==> config.mk <==
export PLATFORM = sky130hd
export DESIGN_NAME = arr_port_arbiter
export DESIGN_NICKNAME = d
export VERILOG_FILES = /design/src/rtl/arr_port_arbiter.sv
export SDC_FILE = /design/constraint.sdc
export NUM_CORES = 1
export LEC_CHECK = 0
export CORE_AREA = 4 4 163 165
export DETAILED_ROUTE_END_ITERATION = 10
export DIE_AREA = 0 0 167 169
export DONT_BUFFER_PORTS = 1
export GPL_ROUTABILITY_DRIVEN = 1
export SLEW_MARGIN = 10
export SYNTH_ARGS = -nofsm -noshare
export SYNTH_HDL_FRONTEND = slang
export SYNTH_SLANG_ARGS = --single-unit
==> constraint.sdc <==
create_clock -name clk -period 4.6 [get_ports clk]
set_input_delay 0.92 -clock clk [delete_from_list [all_inputs] [get_ports clk]]
set_output_delay 0.92 -clock clk [all_outputs]
set_load 0.005 [all_outputs]
==> src/rtl/arr_port_arbiter.sv <==
// arr_port_arbiter: shares one single-port array (combinational read,
// synchronous write) between the host control interface and the kernel FSM.
// At most one access per cycle. Round-robin arbitration, where a requester can
// keep the grant for up to MAX_HOLD consecutive cycles while the other waits.
//
// Optional feature: define ARB_HOST_PRIORITY_EN to make the host always win
// when it requests. The owner, hold count and last-winner state are still
// updated in that mode, but they no longer decide the grant.
//
// Ports:
//   clk, rst                     clock, asynchronous active-high reset
//   host_req/we/addr/wdata       host request; held stable until host_gnt
//   host_gnt                     host access performed this cycle (comb)
//   host_rvalid/host_rdata       registered read return, pulses the cycle after gnt
//   kern_*                       same set of signals for the kernel FSM
//   mem_we/addr/wdata            array drive, muxed from the granted requester
//   mem_rdata                    array combinational read data
module arr_port_arbiter #(
    parameter int unsigned ADDR_W   = 10,
    parameter int unsigned DATA_W   = 64,
    parameter int unsigned MAX_HOLD = 4
) (
    input  logic              clk,
    input  logic              rst,
    input  logic              host_req,
    input  logic              host_we,
    input  logic [ADDR_W-1:0] host_addr,
    input  logic [DATA_W-1:0] host_wdata,
    output logic              host_gnt,
    output logic              host_rvalid,
    output logic [DATA_W-1:0] host_rdata,
    input  logic              kern_req,
    input  logic              kern_we,
    input  logic [ADDR_W-1:0] kern_addr,
    input  logic [DATA_W-1:0] kern_wdata,
    output logic              kern_gnt,
    output logic              kern_rvalid,
    output logic [DATA_W-1:0] kern_rdata,
    output logic              mem_we,
    output logic [ADDR_W-1:0] mem_addr,
    output logic [DATA_W-1:0] mem_wdata,
    input  logic [DATA_W-1:0] mem_rdata
);

    localparam int unsigned      HOLD_W   = $clog2(MAX_HOLD + 1);
    localparam logic [HOLD_W-1:0] HOLD_MAX = HOLD_W'(MAX_HOLD);

    typedef enum logic [1:0] {
        OWN_NONE = 2'd0,
        OWN_HOST = 2'd1,
        OWN_KERN = 2'd2
    } owner_t;

    owner_t            owner_q, owner_d, win;
    logic [HOLD_W-1:0] hold_q, hold_d;
    logic              last_kern_q, last_kern_d;   // 1: kernel won the last grant

    // Arbitration, memory mux and next-state
    always_comb begin
        host_gnt    = 1'b0;
        kern_gnt    = 1'b0;
        mem_we      = 1'b0;
        mem_addr    = '0;
        mem_wdata   = '0;
        owner_d     = owner_q;
        hold_d      = hold_q;
        last_kern_d = last_kern_q;
        win         = OWN_NONE;

        if (host_req && kern_req) begin
`ifdef ARB_HOST_PRIORITY_EN
            host_gnt = 1'b1;
`else
            case (owner_q)
                OWN_HOST: begin
                    if (hold_q < HOLD_MAX) host_gnt = 1'b1;
                    else                   kern_gnt = 1'b1;
                end
                OWN_KERN: begin
                    if (hold_q < HOLD_MAX) kern_gnt = 1'b1;
                    else                   host_gnt = 1'b1;
                end
                default: begin
                    // No current owner: the side that did not win last goes first
                    if (last_kern_q) host_gnt = 1'b1;
                    else             kern_gnt = 1'b1;
                end
            endcase
`endif
        end else begin
            host_gnt = host_req;
            kern_gnt = kern_req;
        end

        if (host_gnt) begin
            mem_we    = host_we;
            mem_addr  = host_addr;
            mem_wdata = host_wdata;
            win       = OWN_HOST;
        end else if (kern_gnt) begin
            mem_we    = kern_we;
            mem_addr  = kern_addr;
            mem_wdata = kern_wdata;
            win       = OWN_KERN;
        end

        if (win != OWN_NONE) begin
            if (owner_q == win) begin
                hold_d = (hold_q == HOLD_MAX) ? hold_q : hold_q + HOLD_W'(1);
            end else begin
                owner_d = win;
                hold_d  = HOLD_W'(1);
            end
            last_kern_d = kern_gnt;
        end else begin
            owner_d = OWN_NONE;
            hold_d  = '0;
        end
    end

    // Arbitration state
    always_ff @(posedge clk or posedge rst) begin
        if (rst) begin
            owner_q     <= OWN_NONE;
            hold_q      <= '0;
            last_kern_q <= 1'b1;
        end else begin
            owner_q     <= owner_d;
            hold_q      <= hold_d;
            last_kern_q <= last_kern_d;
        end
    end

    // Read return: capture array data on a read grant, pulse rvalid next cycle
    always_ff @(posedge clk or posedge rst) begin
        if (rst) begin
            host_rvalid <= 1'b0;
            host_rdata  <= '0;
            kern_rvalid <= 1'b0;
            kern_rdata  <= '0;
        end else begin
            host_rvalid <= host_gnt & ~host_we;
            kern_rvalid <= kern_gnt & ~kern_we;
            if (host_gnt && !host_we) host_rdata <= mem_rdata;
            if (kern_gnt && !kern_we) kern_rdata <= mem_rdata;
        end
    end

endmodule

After elaboration in Yosys (flattened, before gate mapping)
Index checks and enable logic that the tools add are counted.
- register bits after elaboration: 136
- input port bits: 218
- output and inout bits: 207
- $add $sub $neg: 1
- $lt $le $gt $ge: 1
- equality and inequality tests: 6
- mux-type cells: 21
- bitwise operators: 4
- reductions and logical operators: 6
- operator list (cell ; count):
    two-way mux 64 bit ; 2
    two-way mux 10 bit ; 2
    two-way mux 3 bit ; 3
    two-way mux 1 bit ; 8
    two-way mux 2 bit ; 4
    one-hot mux 1 bit (2 select lines) ; 2
    adder 3 x 1 -> 3 bit (second input constant) ; 1
    equality test 3 bit (second input constant) ; 1
    logical AND 1 bit ; 3
    less-than comparator 3 bit (second input constant) ; 1
    inequality test 3 bit (second input constant) ; 1
    AND 1 bit ; 2
    equality test 2 x 1 -> 1 bit (second input constant) ; 1
    equality test 2 bit ; 1
    equality test 2 bit (second input constant) ; 1
    logical NOT 1 bit ; 2
    inequality test 2 bit (second input constant) ; 1
    NOT 1 bit ; 2
    nonzero test 2 bit ; 1

Longest topological paths before layout
Gate-level depths: netlist of run 1.
- depth after elaboration: 9
- mapped depth: 10
- depth with buffers taken out: 8

Least setup slack after synthesis of run 1
OpenSTA, ideal clock, no wires.
- path type: in2out
- start point: input port kern_req
- end point: output port mem_wdata[46]
- arrival: 2.034 ns
- data required time: 3.680 ns
- path slack: 1.646 ns
- stages: 6
- cells stage by stage: nor2b_1 -> a221oi_1 -> buf_2 -> buf_4 -> buf_4 -> a22o_1
- longest elaborated chain between the ends: 4
- elaborated cells between the ends (all ways): 5
- those cells by class: mux (4); reduce/logical (1)
- ends and longest elaborated chain (element ; RTL line ; RTL):
    start, declared ; 32 ; input logic kern_req,
    logical AND 1 bit ; 70 ; if (host_req && kern_req) begin
    two-way mux 1 bit ; 70 ;
    two-way mux 64 bit ; 100 ; end else if (kern_gnt) begin
    two-way mux 64 bit (*) ; 95 ; if (host_gnt) begin
    end, declared ; 41 ; output logic [DATA_W-1:0] mem_wdata,
Every way passes the cells marked *; elsewhere a longest branch is shown, timed or not.

Worst setup path in the final report of run 1
- start point: register owner_q[0]
- end point: output port mem_addr[1]
- longest elaborated chain between the ends: 5
- elaborated cells between the ends (all ways): 8
- those cells by class: eq/ne (2); mux (6)
- ends and longest elaborated chain (element ; RTL line ; RTL):
    start, declared ; 54 ; owner_t owner_q, owner_d, win;
    start signal, assigned ; 128 ; owner_q <= owner_d;
    equality test 2 bit / equality test 2 x 1 -> 1 bit (equally long branches) ; 74 ; case (owner_q)
    one-hot mux 1 bit (2 select lines) ; 74 ;
    two-way mux 1 bit ; 70 ;
    two-way mux 10 bit ; 100 ;
    two-way mux 10 bit (*) ; 95 ;
    end, declared ; 40 ; output logic [ADDR_W-1:0] mem_addr,
Marks and branches as above.

==> results.tsv, run 1 <==
stage	metric	value	unit
outcome	status	complete, no violations	
route	wirelength	26920	um
die	initial_core_util	24.85	%
setup_path	path_class	flip-flop to output port	
die	dieArea	0.02822	mm^2
setup_path	startpoint_type	flip-flop	
die	coreArea	0.02504	mm^2
place	place_ws	1003	ps
cts	cts_setup_buffers	0	
timing	clock_skew	14.42	ps
timing	relSlewSlack	48.96	%
timing	rsz0062_at_grt	no	
cts	cts_inserted_buffers	17	
logic_synthesis	ys_types	27	
global_routing	busiest_layer	met2	
logic_synthesis	synth_top_area_share	54.29	%
timing	worst_slack	647.6	ps
route	vias_per_cell	4.811	
final_layout	finalNetCount	764	
global_routing	grt_util_met2	32.49	%
die	die_x	167	um
timing	fin_tns_setup	0	ps
final_layout	final_common_cell	nand2_1	
global_routing	track_usage	18.29	%
timing	setup_viol	0	
place	place_hpwl	22300	um
logic_synthesis	synth_area	0.006222	mm^2
cts	clockBufferDepth	2	
cts	h-tree-depth	4	
final_layout	area_growth	14.56	%
timing	slew_viol_final	0	
global_routing	antenna_found_initial	14	
power_and_ir_drop	powerDensity	594.3	mW/mm^2
setup_path	reg2reg_slack	1410	ps
timing	hold_violations	0	
final_layout	drive_gt1_share	20.07	%
die	fp-row-count	58	
setup_path	cp_max_fo	74	
setup_path	cp.arrival	3030	ps
logic_synthesis	syn_nets	777	
die	io_pins	425	
global_routing	use_met1	18.57	%
cts	cts_resized	0	
die	die_h	169	um
place	globalplace.congestion	1.012	
global_routing	grt_pass1_vias	4401	
power_and_ir_drop	power	4.236	mW
place	numPortBuffers	0	
logic_synthesis	ys_ff_latch	136	
worst_hold_path	min_path_type	primary input to asynchronous set/reset pin	
place	dp.cells	851	
logic_synthesis	yosys_warnings	0	
power_and_ir_drop	leakagePower	3.484	nW
route	post_drt_wl_per_cell	30.29	um
cts	clk_latency	420	ps
logic_synthesis	postSynthAreaPerCell	11.25	um^2
logic_synthesis	syn_inst	553	
timing	worst_pin_slew	765.5	ps
cts	numClockSinks	136	
logic_synthesis	yosys-top-cells-area	dfrtp_1 54%, nand2_1 12%, mux2_4 12%	
global_routing	grt_pass1_wl	36700	um
cts	ctsHoldBuffers	0	
setup_path	cp.required	3680	ps
route	ant_nets	0	
final_layout	fill_cells	2568	
route	drc	0	
timing	finalCritPeriodShare	85.92	%
logic_synthesis	synth-seq-area-share	54.72	%
setup_path	reg2reg_from	owner_q[0]$_DFFE_PP0P_	
power_and_ir_drop	peakVddDrop	0.0002788	V
route	num_vias	4277	
global_routing	use_met3	9.085	%
global_routing	grt_max_degree	81	
setup_path	r2r-end	host_rdata[40]$_DFFE_PP0P_	
cts	clk_pin_slew	80	ps
run	maxCapViolCount	0	
cts	cts_root_buffer	clkbuf_16	
logic_synthesis	yosys.area.top_type	dfrtp_1	
setup_path	reg2reg_depth	10	
timing	fin_crit	3952	ps
route	firstDrtPassIters	4	
cts	cts_tree	built	
final_layout	finalNonFillerCells	889	
global_routing	grt.overflow.total	0	
setup_path	cp-end-kind	output port	
timing	max_clock_freq	253.0	MHz
final_layout	final_cell_mix	199 x nand2_1, 135 x dfrtp_1, 74 x a22o_1	
route	drtIter0Drc	254	
==> worst max-delay path: stages, from the launching register on <==
cell and delay (ps):
dfrtp_1 390, inv_1 110, ha_1 350, nor2b_1 310
o21ai_0 230, o21ai_4 120, buf_4 570, a22o_1 460
==> worst max path at each step <==
stage                      startpoint               endpoint  slack, ps
3_5_place_dp                 kern_req            mem_addr[3]       1000
6_report       owner_q[0]$_DFFE_PP0P_            mem_addr[1]        650
3_3_place_gp                 kern_req            mem_addr[3]       1030
4_1_cts        owner_q[0]$_DFFE_PP0P_            mem_addr[3]        630
2_1_floorplan                     rst  hold_q[0]$_DFFE_PP0P_         40
5_1_grt        owner_q[0]$_DFFE_PP0P_            mem_addr[3]        400
==> sequential cells by signal, summed over array words and instances (netlist names) <==
register,cells
hold_q,3
host_rdata,64
host_rvalid,1
kern_rdata,64
kern_rvalid,1
last_kern_q,1
owner_q,2
==> stage by stage <==
| step | cell area [um^2] | utilization, % | hold slack, ps |
|---|---|---|---|
| finish | 7128 | 28.47 | 491.6 |
| global route | 7128 | 28.47 | 528.2 |
| CTS | 7113 | 28.41 | 501.5 |
| detailed placement | 6510 | 26.00 | 498.0 |
| global placement | 6510 | 26.00 | 493.4 |
| floorplan | 6222 | - | 469.2 |
==> routing by layer <==
| metal | part of all wire, % | wire, um |
|---|---|---|
| met1 | 34 | 9101 |
| met2 | 51 | 13770 |
| met3 | 11 | 3047 |
| met4 | 3.4 | 913 |
| met5 | 0.35 | 95 |
==> synthesized netlist by cell type, drive strengths merged <==
cell and instances:
nor2b 2, nor2 2, or2 1, a221oi 2, inv 10, nand2b 2
o21ai 5, dfrtp 135, a22o 74, nand3 1, a21oi 1, clkbuf 8
o32a 2, mux2 64, mux2i 3, xnor2 3, ha 6, nor3 1
dfstp 1, nand2 199, buf 31
==> cell type report <==
type                            count  area [um^2]  area share [%]
Sequential cell                   136         3405           47.76
Tap cell                          330        412.9           5.793
Inverter                           10        42.54          0.5968
Antenna cell                        6        15.01          0.2106
Multi-Input combinational cell    368         2585           36.26
Clock buffer                       17        425.4           5.968
Timing Repair Buffer                7        65.06          0.9128
Clock inverter                     15        177.7           2.493
==> power by group <==
group	internal, mW	switching [mW]	total, mW	leakage (nW)
logic	0.436	0.490	0.926	1.55
clock network	0.780	0.613	1.39	0.290
registers	1.57	0.346	1.92	1.65
==> cells by family after synthesis <==
logic type	synth area share [%]
and+or+nand+nor	12.79
muxes	15.02
adders and majority gates	1.206
DFF	54.72
buffers and inverters	4.283
xor gates and xnor gates	0.4224
AOI/OAI and AO/OA	11.56
Note: power is estimated with default switching activity, not from simulation.
==> inputs of run 2 (changes only) <==
Settings changed: CORE_AREA 4 4 163 165 to 3 3 162 164, DIE_AREA 0 0 167 169 to 0 0 165 167, TNS_END_PERCENT set to 100.
==> run 2 against run 1 <==
Via count is essentially flat. Count of clock-buffer cells in the layout grew 1. Die area shrank 2.4%. Cell count shrank 0.22%. First-iteration DRC count grew 21%. Clock skew shrank 5.0 ps. Largest cell class unchanged.
==> results.tsv, run 2 (synthesized netlist as in run 1, its figures left out) <==
stage	metric	value	unit	change
timing	max_clock_freq	254.3	MHz	was 253.0 MHz
final_layout	drive_gt1_share	20.04	%	was 20.07%
place	place_hpwl	20540	um	was 22300 um
place	numPortBuffers	0		unchanged
power_and_ir_drop	peakVddDrop	0.0002575	V	was 0.0002788 V
timing	clock_skew	9.416	ps	was 14.42 ps
run	maxCapViolCount	0		unchanged
route	ant_nets	0		unchanged
power_and_ir_drop	powerDensity	590.0	mW/mm^2	was 594.3 mW/mm^2
cts	cts_resized	0		unchanged
cts	numClockSinks	136		unchanged
global_routing	grt_pass1_vias	4270		was 4401
setup_path	startpoint_type	flip-flop		unchanged
final_layout	area_growth	14.44	%	was 14.56%
route	drc	0		unchanged
die	die_x	165	um	was 167 um
route	num_vias	4275		was 4277
worst_hold_path	min_path_type	flip-flop to flip-flop		was primary input to asynchronous set/reset pin
final_layout	fill_cells	2593		was 2568
die	coreArea	0.02504	mm^2	unchanged
timing	hold_slack	502.0	ps	was 491.6 ps
cts	cts_inserted_buffers	17		unchanged
die	initial_core_util	24.85	%	unchanged
place	globalplace.congestion	0.9277		was 1.012
global_routing	grt_max_degree	108		was 81
global_routing	track_usage	17.69	%	was 18.29%
cts	clockBufferDepth	2		unchanged
final_layout	final_cell_mix	199 x nand2_1, 135 x dfrtp_1, 74 x a22o_1		unchanged
setup_path	cp_max_fo	43		was 74
setup_path	cp-end-kind	output port		unchanged
final_layout	final_common_cell	nand2_1		unchanged
global_routing	antenna_found_initial	8		was 14
route	post_drt_wl_per_cell	28.61	um	was 30.29 um
setup_path	path_class	flip-flop to output port		unchanged
final_layout	regArea	0.003405	mm^2	unchanged
route	drtIter0Drc	307		was 254
cts	cts_tree	built		unchanged
global_routing	grt_pass1_wl	34320	um	was 36700 um
timing	rsz0062_at_grt	no		unchanged
cts	ctsHoldBuffers	0		unchanged
setup_path	cp.arrival	3010	ps	was 3030 ps
cts	cts_setup_buffers	0		unchanged
cts	clk_pin_slew	60	ps	was 80 ps
final_layout	multi_input_area	0.002585	mm^2	unchanged
power_and_ir_drop	leakagePower	3.476	nW	was 3.484 nW
die	io_pins	425		unchanged
timing	fin_tns_setup	0	ps	unchanged
cts	h-tree-depth	4		unchanged
die	fp-row-count	58		unchanged
global_routing	grt.overflow.total	0		unchanged
die	die_h	167	um	was 169 um
timing	worst_pin_slew	970.5	ps	was 765.5 ps
timing	relSlewSlack	35.30	%	was 48.96%
timing	slew_viol_final	0		unchanged
setup_path	cp.required	3680	ps	about the same
timing	finalCritPeriodShare	85.50	%	was 85.92%
cts	cts_root_buffer	clkbuf_16		unchanged
final_layout	finalNetCount	766		was 764
cts	clk_latency	410	ps	was 420 ps
timing	setup_viol	0		unchanged
route	firstDrtPassIters	5		was 4
die	dieArea	0.02756	mm^2	was 0.02822 mm^2
outcome	status	complete, no violations		unchanged
route	vias_per_cell	4.820		was 4.811
timing	fin_crit	3933	ps	was 3952 ps
final_layout	reg_top3	host_rdata: 64 flops, kern_rdata: 64 flops, hold_q: 3 flops		unchanged
route	wirelength	25380	um	was 26920 um
timing	hold_violations	0		unchanged
-- run 2: changes by cell type in the layout (fill, tap and decap cells not counted), moves of 2 or more --
| cell | previous run | this run |
|---|---|---|
| inv_8 | 5 | 1 |
| diode_2 | 6 | 3 |
| clkinv_2 | 0 | 2 |
| inv_6 | 5 | 3 |
| clkinvlp_4 | 2 | 4 |
| clkinv_8 | 2 | 0 |
-- run 2: final timing paths --
path / startpoint / endpoint / slack [ps] / depth (start not counted)
min in group asynchronous: rst / host_rdata[13]$_DFFE_PP0P_ / 560 / 1
worst min-delay path: host_rdata[40]$_DFFE_PP0P_ / host_rdata[40]$_DFFE_PP0P_ / 500 / 2
worst min register to register: host_rdata[40]$_DFFE_PP0P_ / host_rdata[40]$_DFFE_PP0P_ / 500 / 2
max in group asynchronous: rst / last_kern_q$_DFFE_PP1P_ / 3040 / 2
worst max register to register: owner_q[1]$_DFFE_PP0P_ / kern_rdata[40]$_DFFE_PP0P_ / 1490 / 8
worst max-delay path: owner_q[0]$_DFFE_PP0P_ / mem_wdata[31] / 670 / 7
-- run 2: final cells by class --
type                    count  area share (%)
flip-flops and latches    136           47.81
multi-input cells         368           36.30
clock buffers              18           6.027
well taps                 330           5.799
clock inverters            13           2.056
repair buffers              9           1.300
inverters                  10          0.5974
diodes                      3          0.1054
-- run 2: worst max-delay path, cell delays in order (launching register included) --
cell and delay (ps):
dfrtp_1 400, inv_1 120, ha_1 350, nor2b_1 280, nand2_1 150, o21ai_4 540
buf_4 490, a22o_1 250
-- run 2: power breakdown --
group          internal [mW]  switching, mW
Combinational          0.446          0.493
Sequential              1.57          0.339
Clock                  0.802          0.547
-- run 2: per-layer routing --
layer | track usage [%] | wire length [um]
met5 | 0 | 66
met4 | 4.960 | 312
met1 | 19.08 | 9000
met2 | 30.58 | 13000
met3 | 8.607 | 3002
-- run 2: stage by stage --
stage                     total power [mW]  cells  util [%]  cell area (um^2)  setup WS (ps)
after floorplan                      2.561    553         -              6222          42.20
after global placement               2.864    853     26.11              6538           1108
after detailed placement             2.901    853     26.11              6538           1058
after CTS                            4.276    884     28.41              7113          673.2
after global routing                 4.449    887     28.44              7121          441.8
final                                4.201    887     28.44              7121          666.9
